## src/rtl/run_ctrl.sv

```systemverilog
// ---------------------------------------------------------------------------
// run_ctrl
//   Run controller sitting between the board/testbench clock-reset source and
//   the CPU core. It stretches reset towards the CPU for RST_CYCLES cycles and
//   gates CPU progress with a clock enable. Supports free-run and single-step
//   execution, a PC breakpoint, a CPU halt input and a cycle budget, and
//   reports why execution stopped.
//
// Ports
//   Clk      in   system clock, rising edge
//   Rst      in   synchronous active-high reset, highest priority
//   start    in   start/resume request (single-cycle pulse)
//   step     in   single-step request (single-cycle pulse)
//   mode     in   0 = free-run, 1 = single-step; sampled with start
//   halt_in  in   CPU halted (registered CPU output)
//   pc       in   current CPU program counter (registered CPU output)
//   bp_en    in   breakpoint enable
//   bp_addr  in   breakpoint address
//   cpu_rst  out  reset to the CPU, registered
//   cpu_en   out  CPU clock enable, combinational
//   cycles   out  number of cycles with cpu_en = 1, saturates at MAX_CYCLES
//   state    out  FSM state code (0 RST_HOLD, 1 IDLE, 2 RUN, 3 STEP, 4 STOP)
//   done     out  sticky terminal stop flag (budget or halt)
//   cause    out  stop cause: 00 none, 01 budget, 10 breakpoint, 11 halt
// ---------------------------------------------------------------------------
module run_ctrl #(
    parameter int PC_W       = 8,
    parameter int CNT_W      = 16,
    parameter int RST_CYCLES = 2,
    parameter int MAX_CYCLES = 100
) (
    input  logic             Clk,
    input  logic             Rst,
    input  logic             start,
    input  logic             step,
    input  logic             mode,
    input  logic             halt_in,
    input  logic [PC_W-1:0]  pc,
    input  logic             bp_en,
    input  logic [PC_W-1:0]  bp_addr,
    output logic             cpu_rst,
    output logic             cpu_en,
    output logic [CNT_W-1:0] cycles,
    output logic [2:0]       state,
    output logic             done,
    output logic [1:0]       cause
);

    typedef enum logic [2:0] {
        ST_RST_HOLD = 3'd0,
        ST_IDLE     = 3'd1,
        ST_RUN      = 3'd2,
        ST_STEP     = 3'd3,
        ST_STOP     = 3'd4
    } state_t;

    localparam logic [1:0] CAUSE_NONE   = 2'b00;
    localparam logic [1:0] CAUSE_BUDGET = 2'b01;
    localparam logic [1:0] CAUSE_BP     = 2'b10;
    localparam logic [1:0] CAUSE_HALT   = 2'b11;

    // Hold counter must be able to reach RST_CYCLES itself.
    localparam int HOLD_W = (RST_CYCLES < 1) ? 1 : $clog2(RST_CYCLES + 1);
    localparam logic [HOLD_W-1:0] HOLD_LAST = HOLD_W'(RST_CYCLES);
    localparam logic [CNT_W-1:0]  MAX_C     = CNT_W'(MAX_CYCLES);

    // Stop-cause encoding with fixed priority halt > breakpoint > budget.
    function automatic logic [1:0] stop_cause(input logic halt_hit,
                                              input logic bp_hit,
                                              input logic budget_hit);
        logic [1:0] c;
        if (halt_hit) begin
            c = CAUSE_HALT;
        end else if (bp_hit) begin
            c = CAUSE_BP;
        end else if (budget_hit) begin
            c = CAUSE_BUDGET;
        end else begin
            c = CAUSE_NONE;
        end
        return c;
    endfunction

    // Budget and halt stops can only be left through Rst.
    function automatic logic is_terminal(input logic [1:0] c);
        logic t;
        case (c)
            CAUSE_BUDGET: t = 1'b1;
            CAUSE_HALT:   t = 1'b1;
            default:      t = 1'b0;
        endcase
        return t;
    endfunction

    state_t              state_r;
    state_t              next_state_s;
    logic [HOLD_W-1:0]   hold_cnt_r;
    logic                cpu_rst_r;
    logic [CNT_W-1:0]    cycles_r;
    logic                done_r;
    logic [1:0]          cause_r;
    logic                mask_r;

    logic                bp_hit_s;
    logic                budget_hit_s;
    logic                stop_cond_s;
    logic [1:0]          stop_cause_s;
    logic                cpu_en_s;
    logic [1:0]          cause_next_s;
    logic                done_next_s;
    logic                mask_set_s;

    // Stop condition: the mask suppresses the breakpoint for the instruction
    // we resumed on, so that instruction executes exactly once.
    always_comb begin
        bp_hit_s     = bp_en & (pc == bp_addr) & ~mask_r;
        budget_hit_s = (cycles_r == MAX_C);
        stop_cond_s  = halt_in | bp_hit_s | budget_hit_s;
        stop_cause_s = stop_cause(halt_in, bp_hit_s, budget_hit_s);
    end

    // Next-state, stop-cause and clock-enable decode. start never reaches
    // cpu_en; its effect appears only through the registered state.
    always_comb begin
        next_state_s = state_r;
        cause_next_s = cause_r;
        done_next_s  = done_r;
        mask_set_s   = 1'b0;
        cpu_en_s     = 1'b0;
        case (state_r)
            ST_RST_HOLD: begin
                if (hold_cnt_r == HOLD_LAST) begin
                    next_state_s = ST_IDLE;
                end else begin
                    next_state_s = ST_RST_HOLD;
                end
            end
            ST_IDLE: begin
                if (start) begin
                    next_state_s = mode ? ST_STEP : ST_RUN;
                end else begin
                    next_state_s = ST_IDLE;
                end
            end
            ST_RUN: begin
                cpu_en_s = ~stop_cond_s;
                if (stop_cond_s) begin
                    next_state_s = ST_STOP;
                    cause_next_s = stop_cause_s;
                    done_next_s  = is_terminal(stop_cause_s);
                end else begin
                    next_state_s = ST_RUN;
                end
            end
            ST_STEP: begin
                cpu_en_s = step & ~stop_cond_s;
                // A start request takes precedence over a simultaneous step.
                if (start && !mode) begin
                    next_state_s = ST_RUN;
                end else if (step && stop_cond_s) begin
                    next_state_s = ST_STOP;
                    cause_next_s = stop_cause_s;
                    done_next_s  = is_terminal(stop_cause_s);
                end else begin
                    next_state_s = ST_STEP;
                end
            end
            ST_STOP: begin
                if ((cause_r == CAUSE_BP) && start) begin
                    next_state_s = mode ? ST_STEP : ST_RUN;
                    cause_next_s = CAUSE_NONE;
                    mask_set_s   = 1'b1;
                end else begin
                    next_state_s = ST_STOP;
                end
            end
            default: begin
                next_state_s = ST_RST_HOLD;
            end
        endcase
    end

    // FSM state register.
    always_ff @(posedge Clk) begin
        if (Rst) begin
            state_r <= ST_RST_HOLD;
        end else begin
            state_r <= next_state_s;
        end
    end

    // Reset stretch: counter runs while Rst is low, cpu_rst drops once it
    // has counted RST_CYCLES cycles.
    always_ff @(posedge Clk) begin
        if (Rst) begin
            hold_cnt_r <= {HOLD_W{1'b0}};
            cpu_rst_r  <= 1'b1;
        end else if ((state_r == ST_RST_HOLD) && (hold_cnt_r != HOLD_LAST)) begin
            hold_cnt_r <= hold_cnt_r + HOLD_W'(1);
            cpu_rst_r  <= 1'b1;
        end else if (state_r == ST_RST_HOLD) begin
            hold_cnt_r <= hold_cnt_r;
            cpu_rst_r  <= 1'b0;
        end else begin
            hold_cnt_r <= hold_cnt_r;
            cpu_rst_r  <= cpu_rst_r;
        end
    end

    // Enabled-cycle counter, saturating at the budget.
    always_ff @(posedge Clk) begin
        if (Rst) begin
            cycles_r <= {CNT_W{1'b0}};
        end else if (cpu_en_s && (cycles_r != MAX_C)) begin
            cycles_r <= cycles_r + CNT_W'(1);
        end else begin
            cycles_r <= cycles_r;
        end
    end

    // Stop status and breakpoint mask; the mask lives until the first
    // enabled cycle after a breakpoint resume.
    always_ff @(posedge Clk) begin
        if (Rst) begin
            cause_r <= CAUSE_NONE;
            done_r  <= 1'b0;
            mask_r  <= 1'b0;
        end else begin
            cause_r <= cause_next_s;
            done_r  <= done_next_s;
            if (mask_set_s) begin
                mask_r <= 1'b1;
            end else if (cpu_en_s) begin
                mask_r <= 1'b0;
            end else begin
                mask_r <= mask_r;
            end
        end
    end

    assign cpu_rst = cpu_rst_r;
    assign cpu_en  = cpu_en_s;
    assign cycles  = cycles_r;
    assign state   = state_r;
    assign done    = done_r;
    assign cause   = cause_r;

endmodule
```

## config.mk

```make
export PLATFORM = sky130hd
export DESIGN_NAME = run_ctrl
export DESIGN_NICKNAME = d
export VERILOG_FILES = /design/src/rtl/run_ctrl.sv
export SDC_FILE = /design/constraint.sdc
export NUM_CORES = 1
export LEC_CHECK = 0
export CELL_PAD_IN_SITES_DETAIL_PLACEMENT = 1
export CELL_PAD_IN_SITES_GLOBAL_PLACEMENT = 1
export CORE_AREA = 4 4 58 86
export CTS_BUF_LIST = sky130_fd_sc_hd__clkbuf_4
export CTS_CLUSTER_SIZE = 24
export DETAILED_ROUTE_END_ITERATION = 8
export DIE_AREA = 0 0 62 90
export PLACE_DENSITY = 0.91
export SLEW_MARGIN = 40
export SYNTH_ARGS = -nofsm -noshare
export SYNTH_HDL_FRONTEND = slang
export SYNTH_SLANG_ARGS = --single-unit
```

## constraint.sdc

```tcl
create_clock -name Clk -period 3.6 [get_ports Clk]
set_input_delay 0.36 -clock Clk [delete_from_list [all_inputs] [get_ports Clk]]
set_output_delay 0.36 -clock Clk [all_outputs]
set_load 0.005 [all_outputs]
```

After elaboration in Yosys (flattened, before gate mapping)
Index checks and enable logic that the tools add are counted.
{ "word_totals": {"latchBits": 0, "out_inout_bits": 24, "word_cells": 72, "mem_bits_rw": 0, "regBits": 26, "romBits": 0, "memories": 0} }
{ "classes": {"n_mul": 0, "n_eq_ne": 16, "n_addsub": 2, "magnitude_cmp": 0, "n_reduce_logical": 14, "n_div": 0, "mux": 26, "n_shift": 0, "bitwise_logic": 7} }
{ "op_table": {"columns": ["op", "count"], "rows": [
  ["adder 16 x 1 -> 16 bit, second input constant", 1],
  ["equality test 16 x 7 -> 1 bit, second input constant", 1],
  ["inequality test 16 x 7 -> 1 bit, second input constant", 1],
  ["case mux 3 bit (5 select lines)", 1],
  ["two-way mux 2 bit", 7],
  ["two-way mux 3 bit", 4],
  ["two-way mux 1 bit", 11],
  ["inequality test 2 bit, second input constant", 5],
  ["equality test 8 bit", 1],
  ["equality test 2 bit, second input constant", 3],
  ["equality test 3 x 2 -> 1 bit, second input constant", 2],
  ["case mux 2 bit (3 select lines)", 1],
  ["logical AND 1 bit", 5],
  ["AND reduction 5 bit", 1],
  ["case mux 1 bit (2 select lines)", 2],
  ["AND reduction 4 bit", 1],
  ["nonzero test 2 bit", 2],
  ["OR reduction 2 bit", 2],
  ["AND 1 bit", 3],
  ["equality test 3 x 1 -> 1 bit, second input constant", 1],
  ["equality test 3 bit, second input constant", 1],
  ["logical NOT 3 bit", 1],
  ["nonzero test 3 bit", 1],
  ["adder 2 x 1 -> 2 bit, second input constant", 1],
  ["other kinds (4)", 6]
]} }

Longest topological paths before layout
Gate-level depths: netlist of run 1.
{ "depth": {"ltp_word": 11, "mapped_depth": 9} }

Worst setup path after synthesis of run 1
OpenSTA, ideal clock, no wires.
{ "synth_timing": {"kind": "flip-flop to flip-flop", "start": "reg cycles_r[0] (netlist: cycles[0])", "end": "reg cycles_r[12] (netlist: cycles[12])", "path_slack_ns": 1.615, "path_stages_with_launch": 9, "t_arrival_ns": 1.862, "path_buffers": 1, "cell_sequence": "dfxtp_1 > inv_1 > ha_1 > nor4b_2 > a41oi_2 > o31ai_2 > buf_6 > nor4_1 > mux2_1"} }
{ "synth_via": {"elab_chain_len": 6, "elab_cells_between_ends": 8, "cone_classes": "add/sub: 1; eq/ne: 2; mux: 1; bitwise: 3; reduce/logical: 1"} }
{ "synth_rtl": {"columns": ["element", "line_no", "rtl"], "rows": [
  ["from (decl)", "99", "logic [CNT_W-1:0] cycles_r;"],
  ["from (signal assigned)", "213", "cycles_r <= {CNT_W{1'b0}};"],
  ["from (signal assigned)", "215", "cycles_r <= cycles_r + CNT_W'(1);"],
  ["from (signal assigned)", "217", "cycles_r <= cycles_r;"],
  ["equality test 16 x 7 -> 1 bit", "117", "budget_hit_s = (cycles_r == MAX_C);"],
  ["bitwise OR 1 bit", "118", "stop_cond_s = halt_in | bp_hit_s | budget_hit_s;"],
  ["inverter 1 bit", "146, 156", null],
  ["AND 1 bit", "156", "cpu_en_s = step & ~stop_cond_s;"],
  ["case mux 1 bit (2 select lines)", "130", "case (state_r)"],
  ["logical AND 1 bit", "214", "end else if (cpu_en_s && (cycles_r != MAX_C)) begin"]
]} }
Several ways; a longest one is shown, not always the timed one.
A chain may end at the register's enable or synchronous reset.

Worst setup path in the final report of run 1
{ "layout_timing": {"start": "reg cycles_r[0] (netlist: cycles[0])", "end": "out cpu_en"} }
{ "layout_via": {"elab_chain_len": 5} }
{ "layout_rtl": {"columns": ["element", "line_no", "rtl"], "rows": [
  ["equality test 16 x 7 -> 1 bit *", "117", null],
  ["bitwise OR 1 bit *", "118", null],
  ["inverter 1 bit *", "146, 156", null],
  ["AND 1 bit", "156", null],
  ["case mux 1 bit (2 select lines) *", "130", null],
  ["to (decl)", "42", "output logic cpu_en,"]
]} }
Mark *: on every way between the ends. The rest lies on a longest branch, timed or not.

==> impl_metrics.json, run 1 <==
{
  "outcome": "finished, final reports clean",
  "die-height_um": 90,
  "critPathKind": "reg2out",
  "port_buffers": 46,
  "hold_depth": 2,
  "fmax_mhz": 375,
  "antenna_found_initial": 0,
  "wl_per_cell_um": 16.1,
  "clock_latency_ns": 0.34,
  "slew-limit-headroom": 0.516,
  "fillers": 496,
  "min_path_type": "reg2reg",
  "netlist_top_cells_count": "dfxtp_1 (26), a21oi_1 (14), nand3_1 (12), nor2_1 (12)",
  "min_period_over_period": 0.740,
  "fp.dieArea_um2": 5580,
  "synth-compound-area-share": 0.183,
  "r2r_end": "cycles[9]",
  "ys_types": 50,
  "drc_errors": 0,
  "vdd_drop_max_mv": 0.189,
  "synth_cells": 178,
  "cts_tree": "yes",
  "min_period_ns": 2.66,
  "netlist.area_leader.share": 0.333,
  "layout-drive-gt1-share": 0.0759,
  "grt_pass1_vias": 1655,
  "yosysWarnings": 0,
  "pre_cts_ws_ns": 1.20,
  "drt_iter0_markers": 23,
  "synth.area.mux_share": 0.0433,
  "antenna_left": 0,
  "ys_ff_latch": 26,
  "worstPathArrival_ns": 2.30,
  "initial_core_util": 0.368,
  "drt_pass1_iterations": 4,
  "slew_viol_final": 0,
  "tightest_slew_ns": 0.719,
  "track_usage": 0.164,
  "yosysMostFrequentCell": "dfxtp_1",
  "routed_wl_um": 4330,
  "rows": 29,
  "hold_viol_final": 0,
  "fin_ws_ns": 0.936,
  "post_cts_buffers": 0,
  "cp_top_family": "buffers and inverters",
  "synth_fa_ha_area_frac": 0.0240,
  "async_flop_share": 0,
  "rr_worst_depth": 8,
  "coreArea_um2": 4250,
  "cts_root_buf": "clkbuf_4",
  "rsz0062_at_grt": "no",
  "end_kind": "output port",
  "clkTransAtPathRegs_ns": 0.16,
  "power_mw": 0.711,
  "antennaDiodeCount": 0,
  "yosysSeqAreaShare": 0.333,
  "htree_levels": 1,
  "vias": 1588,
  "min-delay-start": "hold_cnt_r[1]",
  "startpoint_type": "flip-flop",
  "yosys.area_share.simple": 0.321,
  "postCtsHoldBufs": 0,
  "vias_per_cell": 5.88,
  "worst-path-max-fanout": 7,
  "cpPeakStageDelay_ns": 0.53,
  "crit_chain": "inv_1, ha_1, nor4b_2, a41oi_2, o31ai_2, nor2_1, clkdlybuf4s50_1",
  "seqCellArea_um2": 520,
  "fin_util": 0.497,
  "p_per_area_nw_per_um2": 337,
  "nNetsFinal": 251,
  "cts-resized-gates": 0,
  "crit-reg2reg-launch": "cycles[0]",
  "cts_buffer_depth": 2,
  "multiInputGateArea_um2": 972,
  "placedInstanceArea_um2": 2060,
  "area_delta_synth_final_pct": 35.0,
  "drv_cap": 0,
  "worst_clock_skew_ns": 0.0155,
  "yosysTopAreaCell": "dfxtp_1",
  "design_area_um2": 2110,
  "min_to": "hold_cnt_r[1]",
  "cts_buffers": 3,
  "synth.area.top_cells": "dfxtp_1 (33%), xnor2_1 (5.0%), a21oi_1 (4.5%)",
  "synth_edf_count": 0,
  "critical_path.slowest_cell": "clkdlybuf4s50_1",
  "path_buf_inv": 2,
  "cp.required_ns": 3.24,
  "grt-ovfl-total": 0,
  "final.setup.tns_ns": 0,
  "io_pins": 47,
  "gp_congestion": 0.749,
  "die_w_um": 62,
  "cts.sinks": 26,
  "netlist_area_um2": 1560,
  "post_synth_xor_area_fraction": 0.0505,
  "ys.flop_type": "dfxtp_1",
  "setup_viol": 0,
  "p_leak_nw": 0.701,
  "synth.net_count": 204,
  "avgSynthCellArea_um2": 8.77,
  "dpl.hpwl_um": 3350,
  "reg2reg_setup_slack_ns": 1.28,
  "synth_top_family_by_area": "simple AND/OR/NAND/NOR gates",
  "grt_pass1_wl_um": 7290,
  "grt_max_degree": 27
}
## power by group
| part | total, mW | switching [mW] | internal [mW] |
|---|---|---|---|
| Combinational | 0.175 | 0.0821 | 0.0926 |
| Sequential | 0.326 | 0.0178 | 0.308 |
| Clock | 0.210 | 0.0977 | 0.113 |
## kinds of logic after synthesis
family	count (synthesis)
simple gates	79
compound gates	42
flops	26
buf+inv	13
xor+xnor	9
mux	6
fa+ha+maj	3
## layout by cell type (no fill, tap or decap), drive strengths merged, types with 3 or more instances in the layout
master,count
clkdlybuf4s50,46
dfxtp,26
a21oi,14
nand3,12
nor2,12
o31ai,10
xnor2,9
nor2b,7
nand2,7
or4,7
inv,6
mux2,6
o21ai,6
and4,4
nor4b,4
nor4,4
and3,3
nor3,3
ha,3
clkbuf,3
buf,3
or4b,3
## through the flow
stage | cells | hold WS [ns]
floorplan | 178 | 0.463
CTS | 270 | 0.526
global route | 270 | 0.550
global placement | 266 | 0.484
detailed placement | 266 | 0.496
finish | 270 | 0.524
## registers in the layout (all words and copies together) (netlist names)
signal      count
cycles         16
state           3
cause           2
hold_cnt_r      2
cpu_rst         1
done            1
mask_r          1
## layout make-up
cell class	instances	share of cell area
Clock buffer	3	0.0107
Clock inverter	1	0.0142
Inverter	6	0.0107
Multi-Input combinational cell	139	0.461
Sequential cell	26	0.247
Tap cell	46	0.0273
Timing Repair Buffer	49	0.229
## how the worst max path moves through the flow
stage	from	slack, ns	to	depth (start not counted)
finish	cycles[0]	0.94	cpu_en	7
global route	cycles[0]	0.76	cpu_en	7
CTS	cycles[0]	0.90	cpu_en	7
detailed placement	pc[5]	1.20	cpu_en	6
global placement	bp_addr[1]	1.24	cpu_en	6
floorplan	cycles[0]	1.61	cycles[12]	8
## layer usage
metal | global-route usage | up-vias | wire length, µm
met5 | 0 | - | 0
met4 | 0.0584 | 0 | 55
met3 | 0.0172 | 4 | 148
met2 | 0.294 | 36 | 2390
met1 | 0.187 | 783 | 1740
li1 | - | 765 | -
## worst register-to-register path, delay by kind of cell (launching register included)
| family | cells | cell delay, ns |
|---|---|---|
| muxes | 1 | 0.37 |
| AOI/OAI and AO/OA | 2 | 0.35 |
| and+or+nand+nor | 2 | 0.53 |
| buffers and inverters | 2 | 0.30 |
| adders and majority gates | 1 | 0.21 |
| DFF | 1 | 0.48 |
No activity file was read; power rests on OpenSTA's default activity.
==> run 2, diff against run 1 <==
--- a/config.mk
+++ b/config.mk
@@ -7,12 +7,12 @@
 export LEC_CHECK = 0
 export CELL_PAD_IN_SITES_DETAIL_PLACEMENT = 1
 export CELL_PAD_IN_SITES_GLOBAL_PLACEMENT = 1
-export CORE_AREA = 4 4 58 86
+export CORE_AREA = 4 4 60 89
 export CTS_BUF_LIST = sky130_fd_sc_hd__clkbuf_4
 export CTS_CLUSTER_SIZE = 24
 export DETAILED_ROUTE_END_ITERATION = 8
-export DIE_AREA = 0 0 62 90
-export PLACE_DENSITY = 0.91
+export DIE_AREA = 0 0 64 93
+export PLACE_DENSITY = 0.86
 export SLEW_MARGIN = 40
 export SYNTH_ARGS = -nofsm -noshare
 export SYNTH_HDL_FRONTEND = slang
==> constraint.sdc (replaced) <==
create_clock -name Clk -period 2.6 [get_ports Clk]
set_input_delay 0.26 -clock Clk [delete_from_list [all_inputs] [get_ports Clk]]
set_output_delay 0.26 -clock Clk [all_outputs]
set_load 0.005 [all_outputs]
==> impl_metrics.json, run 2 (synthesis results as in run 1) <==
{
  "combPwrFrac": 0.253,
  "clock_latency_ns": 0.34,
  "routed_wl_um": 4440,
  "cts_buffer_depth": 2,
  "die-height_um": 93,
  "largest_reg_flops": 16,
  "htree_levels": 1,
  "p_int_mw": 0.716,
  "nNetsFinal": 255,
  "drv_cap": 0,
  "p_leak_nw": 0.719,
  "io_pins": 47,
  "vias_per_cell": 5.35,
  "outcome": "finished, final reports clean",
  "cp.required_ns": 2.34,
  "grt-ovfl-total": 0,
  "slew_viol_final": 0,
  "cts_tree": "yes",
  "layout-drive-gt1-share": 0.0965,
  "final.setup.tns_ns": 0,
  "fmax_mhz": 402,
  "final_cell_mix": "clkdlybuf4s50_1 (46), dfxtp_1 (25), a21oi_1 (14)",
  "drc_errors": 0,
  "rows": 30,
  "worstPathArrival_ns": 2.23,
  "mostFrequentLayoutCell": "clkdlybuf4s50_1",
  "end_kind": "output port",
  "track_usage": 0.153,
  "critical_path.slowest_cell": "clkdlybuf4s50_1",
  "switching_share": 0.275,
  "crit_chain": "inv_1, ha_1, nor4b_2, a41oi_2, o31ai_2, nor2_1, clkdlybuf4s50_1",
  "hold_viol_final": 0,
  "startpoint_type": "flip-flop",
  "setup_viol": 0,
  "worst_clock_skew_ns": 0.0142,
  "coreArea_um2": 4540,
  "vdd_drop_max_mv": 0.231,
  "cpPeakStageDelay_ns": 0.53,
  "whs_ns": 0.519,
  "grt_pass1_vias": 1627,
  "cts_buffers": 3,
  "cts.sinks": 26,
  "dpl.hpwl_um": 3440,
  "p_per_area_nw_per_um2": 457,
  "drt_iter0_markers": 33,
  "vias": 1562,
  "clkPwrFrac": 0.291,
  "initial_core_util": 0.344,
  "min_path_type": "reg2reg",
  "rsz0062_at_grt": "no",
  "antennaDiodeCount": 0,
  "wl_per_cell_um": 15.2,
  "antenna_left": 0,
  "fp.dieArea_um2": 5950,
  "tightest_slew_ns": 0.714,
  "min_period_ns": 2.49,
  "drt_pass1_iterations": 4,
  "gp_congestion": 0.804,
  "min_period_over_period": 0.957,
  "grt_max_degree": 17,
  "clkTransAtPathRegs_ns": 0.16,
  "worst-path-max-fanout": 5,
  "grt_pass1_wl_um": 7450,
  "critPathKind": "reg2out",
  "port_buffers": 46,
  "area_delta_synth_final_pct": 38.5,
  "die_w_um": 64,
  "fillers": 550,
  "power_frac_seq": 0.456,
  "antenna_found_initial": 0,
  "cts_root_buf": "clkbuf_4",
  "slew-limit-headroom": 0.519,
  "power_mw": 0.987,
  "p_sw_mw": 0.272
}
==> run 2: changes by cell type in the layout (fill, tap and decap cells not counted) <==
| cell | delta |
|---|---|
| dfxtp_1 | -1 |
| dfxtp_2 | +1 |
| buf_4 | +4 |
==> run 2: stage by stage <==
| stage | util | setup slack (ns) | cell area (µm²) | cells |
|---|---|---|---|---|
| final | 0.476 | 0.113 | 2160 | 292 |
| after global routing | 0.476 | 0.0192 | 2160 | 292 |
| after CTS | 0.476 | 0.0821 | 2160 | 292 |
| after detailed placement | 0.464 | 0.351 | 2110 | 288 |
| after global placement | 0.464 | 0.410 | 2110 | 288 |
| after floorplan | - | 0.615 | 1560 | 178 |
==> run 2: cell type report <==
class	instances	area, µm²	share of cell area
multi-input combinational	139	972	0.450
inverter	6	22.5	0.0104
tap	64	80.1	0.0370
clock buffer	3	22.5	0.0104
sequential	26	522	0.241
timing repair buffer	53	513	0.237
clock inverter	1	30.0	0.0139
==> run 2: what timing repair did <==
action | 4_1_cts | 5_1_grt
hold buffers | 0 | 0
resized for setup | 0 | 1
setup buffers | 0 | 0
endpoints found under the setup margin | 0 | 1
==> run 2: power groups by stage <==
stage                     Sequential, mW  Clock [mW]  Combinational [mW]
after global placement             0.458           0               0.239
after CTS                          0.450       0.292               0.251
after detailed placement           0.458           0               0.250
final                              0.450       0.288               0.250
after floorplan                    0.455           0               0.142
after global routing               0.453       0.306               0.273
==> run 2: metal layers <==
layer  routed length [µm]  part of all wire  up-vias  GRT usage
met5                    0                 0        -          0
met4                   74             0.017        0     0.0486
met3                  134             0.030        8     0.0132
met2                 2370              0.53       36      0.292
met1                 1870              0.42      747      0.174
li1                     -                 -      771          -
==> run 2: worst paths after layout <==
kind / startpoint / endpoint / slack (ns) / cells past startpoint
min: cause[0] / cause[0] / 0.52 / 2
min reg2reg: cause[0] / cause[0] / 0.52 / 2
max reg2reg: cycles[1] / cycles[9] / 0.43 / 8
max: cycles[1] / cpu_en / 0.11 / 7
==> run 2: worst max-delay path, delay by kind of cell (launching register included) <==
kind / cells / cell delay, ns
adders and majority gates: 1 / 0.17
DFF: 1 / 0.42
and+or+nand+nor: 2 / 0.35
buffers and inverters: 2 / 0.61
AOI/OAI and AO/OA: 2 / 0.34
==> run 3, diff against run 2 <==
--- a/config.mk
+++ b/config.mk
@@ -13,7 +13,7 @@
 export DETAILED_ROUTE_END_ITERATION = 8
 export DIE_AREA = 0 0 64 93
 export PLACE_DENSITY = 0.86
-export SLEW_MARGIN = 40
+export SLEW_MARGIN = 20
 export SYNTH_ARGS = -nofsm -noshare
 export SYNTH_HDL_FRONTEND = slang
 export SYNTH_SLANG_ARGS = --single-unit
==> results of run 3 <==
No change in the layout: final DEF, timing and power equal those of run 2.
